[src/rtl/tt_um_emern_vga_pkg.sv]
// Shared 640x480@60 timing constants, blank colour and colour-bar table for the VGA driver.
// The colour-bar table is only used when VGA_TEST_PATTERN_EN is defined.
package tt_um_emern_vga_pkg;

    localparam int unsigned H_ACTIVE = 640;
    localparam int unsigned H_FP     = 16;
    localparam int unsigned H_SYNC   = 96;
    localparam int unsigned H_BP     = 48;
    localparam int unsigned H_TOTAL  = H_ACTIVE + H_FP + H_SYNC + H_BP;

    localparam int unsigned V_ACTIVE = 480;
    localparam int unsigned V_FP     = 10;
    localparam int unsigned V_SYNC   = 2;
    localparam int unsigned V_BP     = 33;
    localparam int unsigned V_TOTAL  = V_ACTIVE + V_FP + V_SYNC + V_BP;

    localparam int unsigned PIPE_LAT = 1;

    localparam logic [5:0] BLACK_COLOR = 6'h00;

    function automatic logic [5:0] bar_color(input logic [2:0] idx);
        logic [5:0] c;
        case (idx)
            3'd0:    c = 6'h3F;
            3'd1:    c = 6'h3C;
            3'd2:    c = 6'h0F;
            3'd3:    c = 6'h0C;
            3'd4:    c = 6'h33;
            3'd5:    c = 6'h30;
            3'd6:    c = 6'h03;
            default: c = 6'h00;
        endcase
        return c;
    endfunction

endpackage

[src/rtl/tt_um_emern_sync_delay.sv]
// WIDTH x DEPTH shift register with a synchronous active-high reset to a caller-supplied value.
module tt_um_emern_sync_delay #(
    parameter int unsigned WIDTH = 1,
    parameter int unsigned DEPTH = 1
) (
    input  logic             clk,
    input  logic             rst,
    input  logic [WIDTH-1:0] rst_val,
    input  logic [WIDTH-1:0] d,
    output logic [WIDTH-1:0] q
);

    logic [WIDTH-1:0] stage_q [DEPTH];

    always_ff @(posedge clk) begin
        if (rst) begin
            for (int unsigned i = 0; i < DEPTH; i++) begin
                stage_q[i] <= rst_val;
            end
        end else begin
            stage_q[0] <= d;
            for (int unsigned i = 1; i < DEPTH; i++) begin
                stage_q[i] <= stage_q[i-1];
            end
        end
    end

    assign q = stage_q[DEPTH-1];

endmodule

[src/rtl/tt_um_emern_vga_driver.sv]
// VGA timing generator and output stage: counters, coordinate decode, pixel-aligned sync/rgb register.
// Optional colour-bar test pattern enabled by defining VGA_TEST_PATTERN_EN.
module tt_um_emern_vga_driver
    import tt_um_emern_vga_pkg::*;
#(
    parameter int unsigned H_ACT    = H_ACTIVE,
    parameter int unsigned H_FRONT  = H_FP,
    parameter int unsigned H_SYNC_W = H_SYNC,
    parameter int unsigned H_BACK   = H_BP,
    parameter int unsigned V_ACT    = V_ACTIVE,
    parameter int unsigned V_FRONT  = V_FP,
    parameter int unsigned V_SYNC_W = V_SYNC,
    parameter int unsigned V_BACK   = V_BP,
    parameter int unsigned LAT      = PIPE_LAT
) (
    input  logic       clk,
    input  logic       rst,
    input  logic [5:0] pixel_in,
    input  logic       test_mode,
    output logic [9:0] pixel_col,
    output logic [8:0] pixel_row,
    output logic       frame_start,
    output logic       vblank,
    output logic       hsync,
    output logic       vsync,
    output logic [5:0] rgb_out
);

    localparam logic [9:0] H_LAST  = 10'(H_ACT + H_FRONT + H_SYNC_W + H_BACK - 1);
    localparam logic [9:0] V_LAST  = 10'(V_ACT + V_FRONT + V_SYNC_W + V_BACK - 1);
    localparam logic [9:0] H_ACT10 = 10'(H_ACT);
    localparam logic [9:0] V_ACT10 = 10'(V_ACT);
    localparam logic [9:0] HS_BEG  = 10'(H_ACT + H_FRONT);
    localparam logic [9:0] HS_END  = 10'(H_ACT + H_FRONT + H_SYNC_W);
    localparam logic [9:0] VS_BEG  = 10'(V_ACT + V_FRONT);
    localparam logic [9:0] VS_END  = 10'(V_ACT + V_FRONT + V_SYNC_W);

    logic [9:0] h_cnt_q, h_cnt_d;
    logic [9:0] v_cnt_q, v_cnt_d;

    always_comb begin
        h_cnt_d = h_cnt_q + 10'd1;
        v_cnt_d = v_cnt_q;
        if (h_cnt_q == H_LAST) begin
            h_cnt_d = '0;
            v_cnt_d = (v_cnt_q == V_LAST) ? '0 : v_cnt_q + 10'd1;
        end
    end

    always_ff @(posedge clk) begin
        if (rst) begin
            h_cnt_q <= '0;
            v_cnt_q <= '0;
        end else begin
            h_cnt_q <= h_cnt_d;
            v_cnt_q <= v_cnt_d;
        end
    end

    logic h_act, v_act, active, hsync_raw, vsync_raw;

    assign h_act     = h_cnt_q < H_ACT10;
    assign v_act     = v_cnt_q < V_ACT10;
    assign active    = h_act && v_act;
    assign hsync_raw = !(h_cnt_q >= HS_BEG && h_cnt_q < HS_END);
    assign vsync_raw = !(v_cnt_q >= VS_BEG && v_cnt_q < VS_END);

    assign pixel_col   = h_act ? h_cnt_q : '0;
    assign pixel_row   = v_act ? v_cnt_q[8:0] : '0;
    // Gated by rst so the pulse only appears once counting has actually started.
    assign frame_start = (h_cnt_q == '0) && (v_cnt_q == '0) && !rst;
    assign vblank      = !v_act;

    logic active_dl, hs_dl, vs_dl;

`ifdef VGA_TEST_PATTERN_EN
    localparam int unsigned DW = 6;
    logic [2:0] bar_idx, bar_dl;
    logic [DW-1:0] dl_in, dl_q;

    // Bar index = h_cnt / (H_ACT/8), built from threshold compares instead of a divider.
    always_comb begin
        bar_idx = '0;
        for (int unsigned i = 1; i < 8; i++) begin
            if (h_cnt_q >= 10'(i * (H_ACT / 8))) bar_idx = 3'(i);
        end
    end

    assign dl_in = {active, hsync_raw, vsync_raw, bar_idx};
    assign {active_dl, hs_dl, vs_dl, bar_dl} = dl_q;
`else
    localparam int unsigned DW = 3;
    logic [DW-1:0] dl_in, dl_q;
    logic unused_test_mode;

    assign unused_test_mode = test_mode;
    assign dl_in = {active, hsync_raw, vsync_raw};
    assign {active_dl, hs_dl, vs_dl} = dl_q;
`endif

    tt_um_emern_sync_delay #(
        .WIDTH(DW),
        .DEPTH(LAT)
    ) u_delay (
        .clk    (clk),
        .rst    (rst),
        .rst_val({1'b0, 1'b1, 1'b1, {(DW-3){1'b0}}}),
        .d      (dl_in),
        .q      (dl_q)
    );

    logic [5:0] rgb_q, rgb_d;
    logic       hsync_q, vsync_q;

    always_comb begin
        rgb_d = BLACK_COLOR;
        if (active_dl) begin
            rgb_d = pixel_in;
`ifdef VGA_TEST_PATTERN_EN
            if (test_mode) rgb_d = bar_color(bar_dl);
`endif
        end
    end

    always_ff @(posedge clk) begin
        if (rst) begin
            rgb_q   <= BLACK_COLOR;
            hsync_q <= 1'b1;
            vsync_q <= 1'b1;
        end else begin
            rgb_q   <= rgb_d;
            hsync_q <= hs_dl;
            vsync_q <= vs_dl;
        end
    end

    assign rgb_out = rgb_q;
    assign hsync   = hsync_q;
    assign vsync   = vsync_q;

endmodule
[config.mk]
export PLATFORM = sky130hd
export DESIGN_NAME = tt_um_emern_vga_driver
export DESIGN_NICKNAME = d
export VERILOG_FILES = /design/src/rtl/tt_um_emern_vga_pkg.sv /design/src/rtl/tt_um_emern_sync_delay.sv /design/src/rtl/tt_um_emern_vga_driver.sv
export SDC_FILE = /design/constraint.sdc
export NUM_CORES = 1
export LEC_CHECK = 0
export BUFFER_PORTS_ARGS = -buffer_cell sky130_fd_sc_hd__buf_2
export CAP_MARGIN = 20
export CORE_ASPECT_RATIO = 0.5
export CORE_MARGIN = 5
export CORE_UTILIZATION = 51
export DETAILED_ROUTE_END_ITERATION = 8
export GPL_ROUTABILITY_DRIVEN = 0
export PLACE_DENSITY = 0.82
export SYNTH_ARGS = -nofsm -noshare
export SYNTH_HDL_FRONTEND = slang
export SYNTH_SLANG_ARGS = --single-unit
[constraint.sdc]
create_clock -name clk -period 2.54 [get_ports clk]
set_input_delay 0.508 -clock clk [delete_from_list [all_inputs] [get_ports clk]]
set_output_delay 0.508 -clock clk [all_outputs]
set_load 0.01 [all_outputs]
==> summary.md <==
| Metric | Value |
|---|---|
| Outcome | complete, no violations |
| Crit-path leading delay family | simple AND/OR/NAND/NOR gates |
| # rows | 13 |
| Hold/Removal Path Class | register to register |
| Via/cell ratio | 5.39 |
| Worst-margin pin slew | 0.690 ns |
| Initial DRT Pass Iterations | 4 |
| Design area | 1790 um2 |
| Tot Pwr | 1.05 mW |
| Die area | 4110 um2 |
| Req. time, crit path | 2.03 ns |
| Syn. warnings | 0 |
| Clk sinks | 31 |
| Core Box Area | 2670 um2 |
| Die W | 85.8 um |
| CTS Hold Bufs | 0 |
| Total gr overflow | 0 |
| FFs w/ async S/R, synth | 0 |
| Setup bufs post-CTS | 0 |
| Synthesis-to-layout area growth | 21.8% |
| Vias in the first global route | 1172 |
| Post-place instance area | 1670 um2 |
| CP Max Fanout | 8 |
| Slew margin rel. | 0.535 |
| Final Max Slew Viols | 0 |
| Startpoint types | register |
| Cts bufs inserted | 5 |
| GRT Util Overall | 0.169 |
| Slowest CP cell | nor4_1 |
| 1st-iter DRT viols | 96 |
| # diodes | 0 |
| Peak VDD IR | 0.297 mV |
| Syn Nets | 183 |
| DRC | 0 |
| Setup Skew | 0.00822 ns |
| Die height | 47.9 um |
| Non-Filler Instances | 244 |
| Largest net degree at the start of global routing | 17 |
| Longest Clk Path Bufs | 2 |
| Clock Tree Root | clkbuf_8 |
| Count of final setup violators | 0 |
| Setup_tns | 0 ns |
| Post-Syn Instances | 170 |
| Critical Path End Type | primary output |
| R2r setup slk | 0.41 ns |
| Initial antenna violation count | 0 |
| Vias | 1315 |
| Setup slack at placement | 0.438 ns |
| Later-pin clock latency in the skew report | 0.29 ns |
| Dominant synthesized flop cell | dfxtp_1 |
| Final Worst Setup Slack | 0.231 ns |
| Critical path, cell by cell | nor4_1 -> nand4_1 -> nor4b_1 -> buf_2 |
| Final nets | 219 |
| First-pass GRT wire length | 5240 um |
| Post-synth cell types | 33 |
| Setup Crit Path Kind | register to primary output |
| Period minus WS final | 2.31 ns |
| Tcrit/Tclk final | 0.909 |
| Worst path bufs/invs | 1 |
| Fmax | 433 MHz |
| Post-synth EDFFs | 0 |
| Slowest cell delay on critical path | 0.43 ns |
| WL/cell | 13.4 um |
| Mapped Area | 1470 um2 |
| Sequential-to-total area share from yosys stat | 0.423 |
| Htree depth | 2 |
| Placed cell count | 236 |
| Total routed wirelength | 3270 um |
| Detail Route Antenna Nets | 0 |
| Unrepaired setup endpoints after global routing | no |
| Maxcap violations | 0 |
| Layout cell share with drive strength beyond 1 | 0.232 |
| I/O pins | 38 |
| Synthesized area per cell | 8.63 um2 |
| Final hold vios | 0 |
| Area leader, netlist | dfxtp_1 |
| CP arrival | 1.80 ns |
| Area contributors post-synth | dfxtp_1, and2_1, nor2_1, xnor2_1, ha_1 |
| Post-CTS Resized | 0 |
| Dpl hpwl | 2330 um |
| Leakage | 0.775 nW |
| Synth top area share | 0.423 |
| Worst-path clk slew | 0.07 ns |
| Yosys reg bits | 31 |
| PwrDens | 590 nW/um2 |
| CTS tree | built |
| Starting Density | 0.550 |
| Port Buffers | 36 |
## worst reg2reg max path, stage by stage, from the launching register on
cell     delay (ns)
dfxtp_1        0.40
ha_1           0.23
nand4_1        0.22
or3_1          0.53
or4_1          0.54
a21oi_1        0.14
## cells in the mapped netlist (all sizes together), types with 2 or more instances
library cell / count
a21oi: 3
and2: 19
and3: 4
and4: 2
buf: 3
clkbuf: 6
dfxtp: 31
ha: 4
inv: 8
mux2i: 2
nand2: 4
nand3: 9
nand4: 5
nand4b: 2
nor2: 20
nor2b: 5
nor3: 4
nor3b: 2
nor4: 7
o31ai: 4
or2: 2
or3: 2
or4: 3
xnor2: 7
xor2: 5
## cell families (layout without fill, tap and decap cells)
| kind of cell | after synthesis | in the layout | synth area share |
|---|---|---|---|
| AOI/OAI and AO/OA | 10 | 10 | 0.0452 |
| xor gates and xnor gates | 12 | 12 | 0.0717 |
| DFF | 31 | 31 | 0.423 |
| muxes | 2 | 2 | 0.0137 |
| adders and majority gates | 4 | 4 | 0.0341 |
| buffers and inverters | 17 | 54 | 0.0478 |
| and+or+nand+nor | 94 | 94 | 0.364 |
## report_power, final
part	internal [mW]	total, mW	leakage, nW	switching (mW)
clock network	0.317	0.503	0.0612	0.186
logic	0.0230	0.0485	0.462	0.0256
registers	0.495	0.501	0.252	0.00634
total	0.835	1.05	0.775	0.218
## cells in the final DEF, fill, tap and decap left out, types with 2 or more instances in the layout
master,Yosys,layout
xnor2_1,7,7
or2_2,2,2
buf_2,2,36
nor3_1,4,4
inv_1,8,8
nor2_1,20,20
mux2i_1,2,2
or4_1,3,3
and4_1,2,2
clkbuf_8,0,6
nor2b_1,5,5
ha_1,4,4
o31ai_1,4,4
nor3b_1,2,2
nand3_1,9,9
or3_1,2,2
nand4b_1,2,2
a21oi_1,3,3
dfxtp_1,31,31
xor2_1,5,5
nor4_1,7,7
buf_4,1,2
and3_1,4,4
nand2_1,4,4
and2_1,19,19
nand4_1,5,5
## layer usage
metal,share of wire,up-vias,track usage
met1,0.41,620,0.192
met5,0,-,0
li1,-,652,-
met2,0.50,35,0.296
met3,0.072,8,0.0619
met4,0.016,0,0.0789
## cell type report
type	instances	area (um2)
inverters	8	30.0
flip-flops and latches	31	621
well taps	37	46.3
clock inverters	2	35.0
clock buffers	6	82.6
repair buffers	38	195
fillers	225	882
multi-input cells	122	776
## sequential cells by signal (all words and copies together) (netlist names)
| name | cells |
|---|---|
| h_cnt_q | 10 |
| v_cnt_q | 10 |
| rgb_out | 6 |
| u_delay.stage_q | 3 |
| hsync | 1 |
| vsync | 1 |
## final timing paths
check	startpoint	endpoint	cells after the start
max	v_cnt_q[5]$_SDFFE_PP0N_	frame_start	4
min	u_delay.stage_q[0][1]$_SDFF_PP1_	hsync$_SDFF_PP1_	1
max reg2reg	h_cnt_q[0]$_SDFF_PP0_	v_cnt_q[8]$_SDFFE_PP0N_	5
min reg2reg	u_delay.stage_q[0][1]$_SDFF_PP1_	hsync$_SDFF_PP1_	1
## metrics by stage
stage	util	hold WS, ns
after floorplan	-	0.389
after global placement	0.625	0.392
after detailed placement	0.625	0.396
after CTS	0.669	0.411
after global routing	0.669	0.419
final	0.669	0.409
Note: power is estimated with default switching activity, not from simulation.
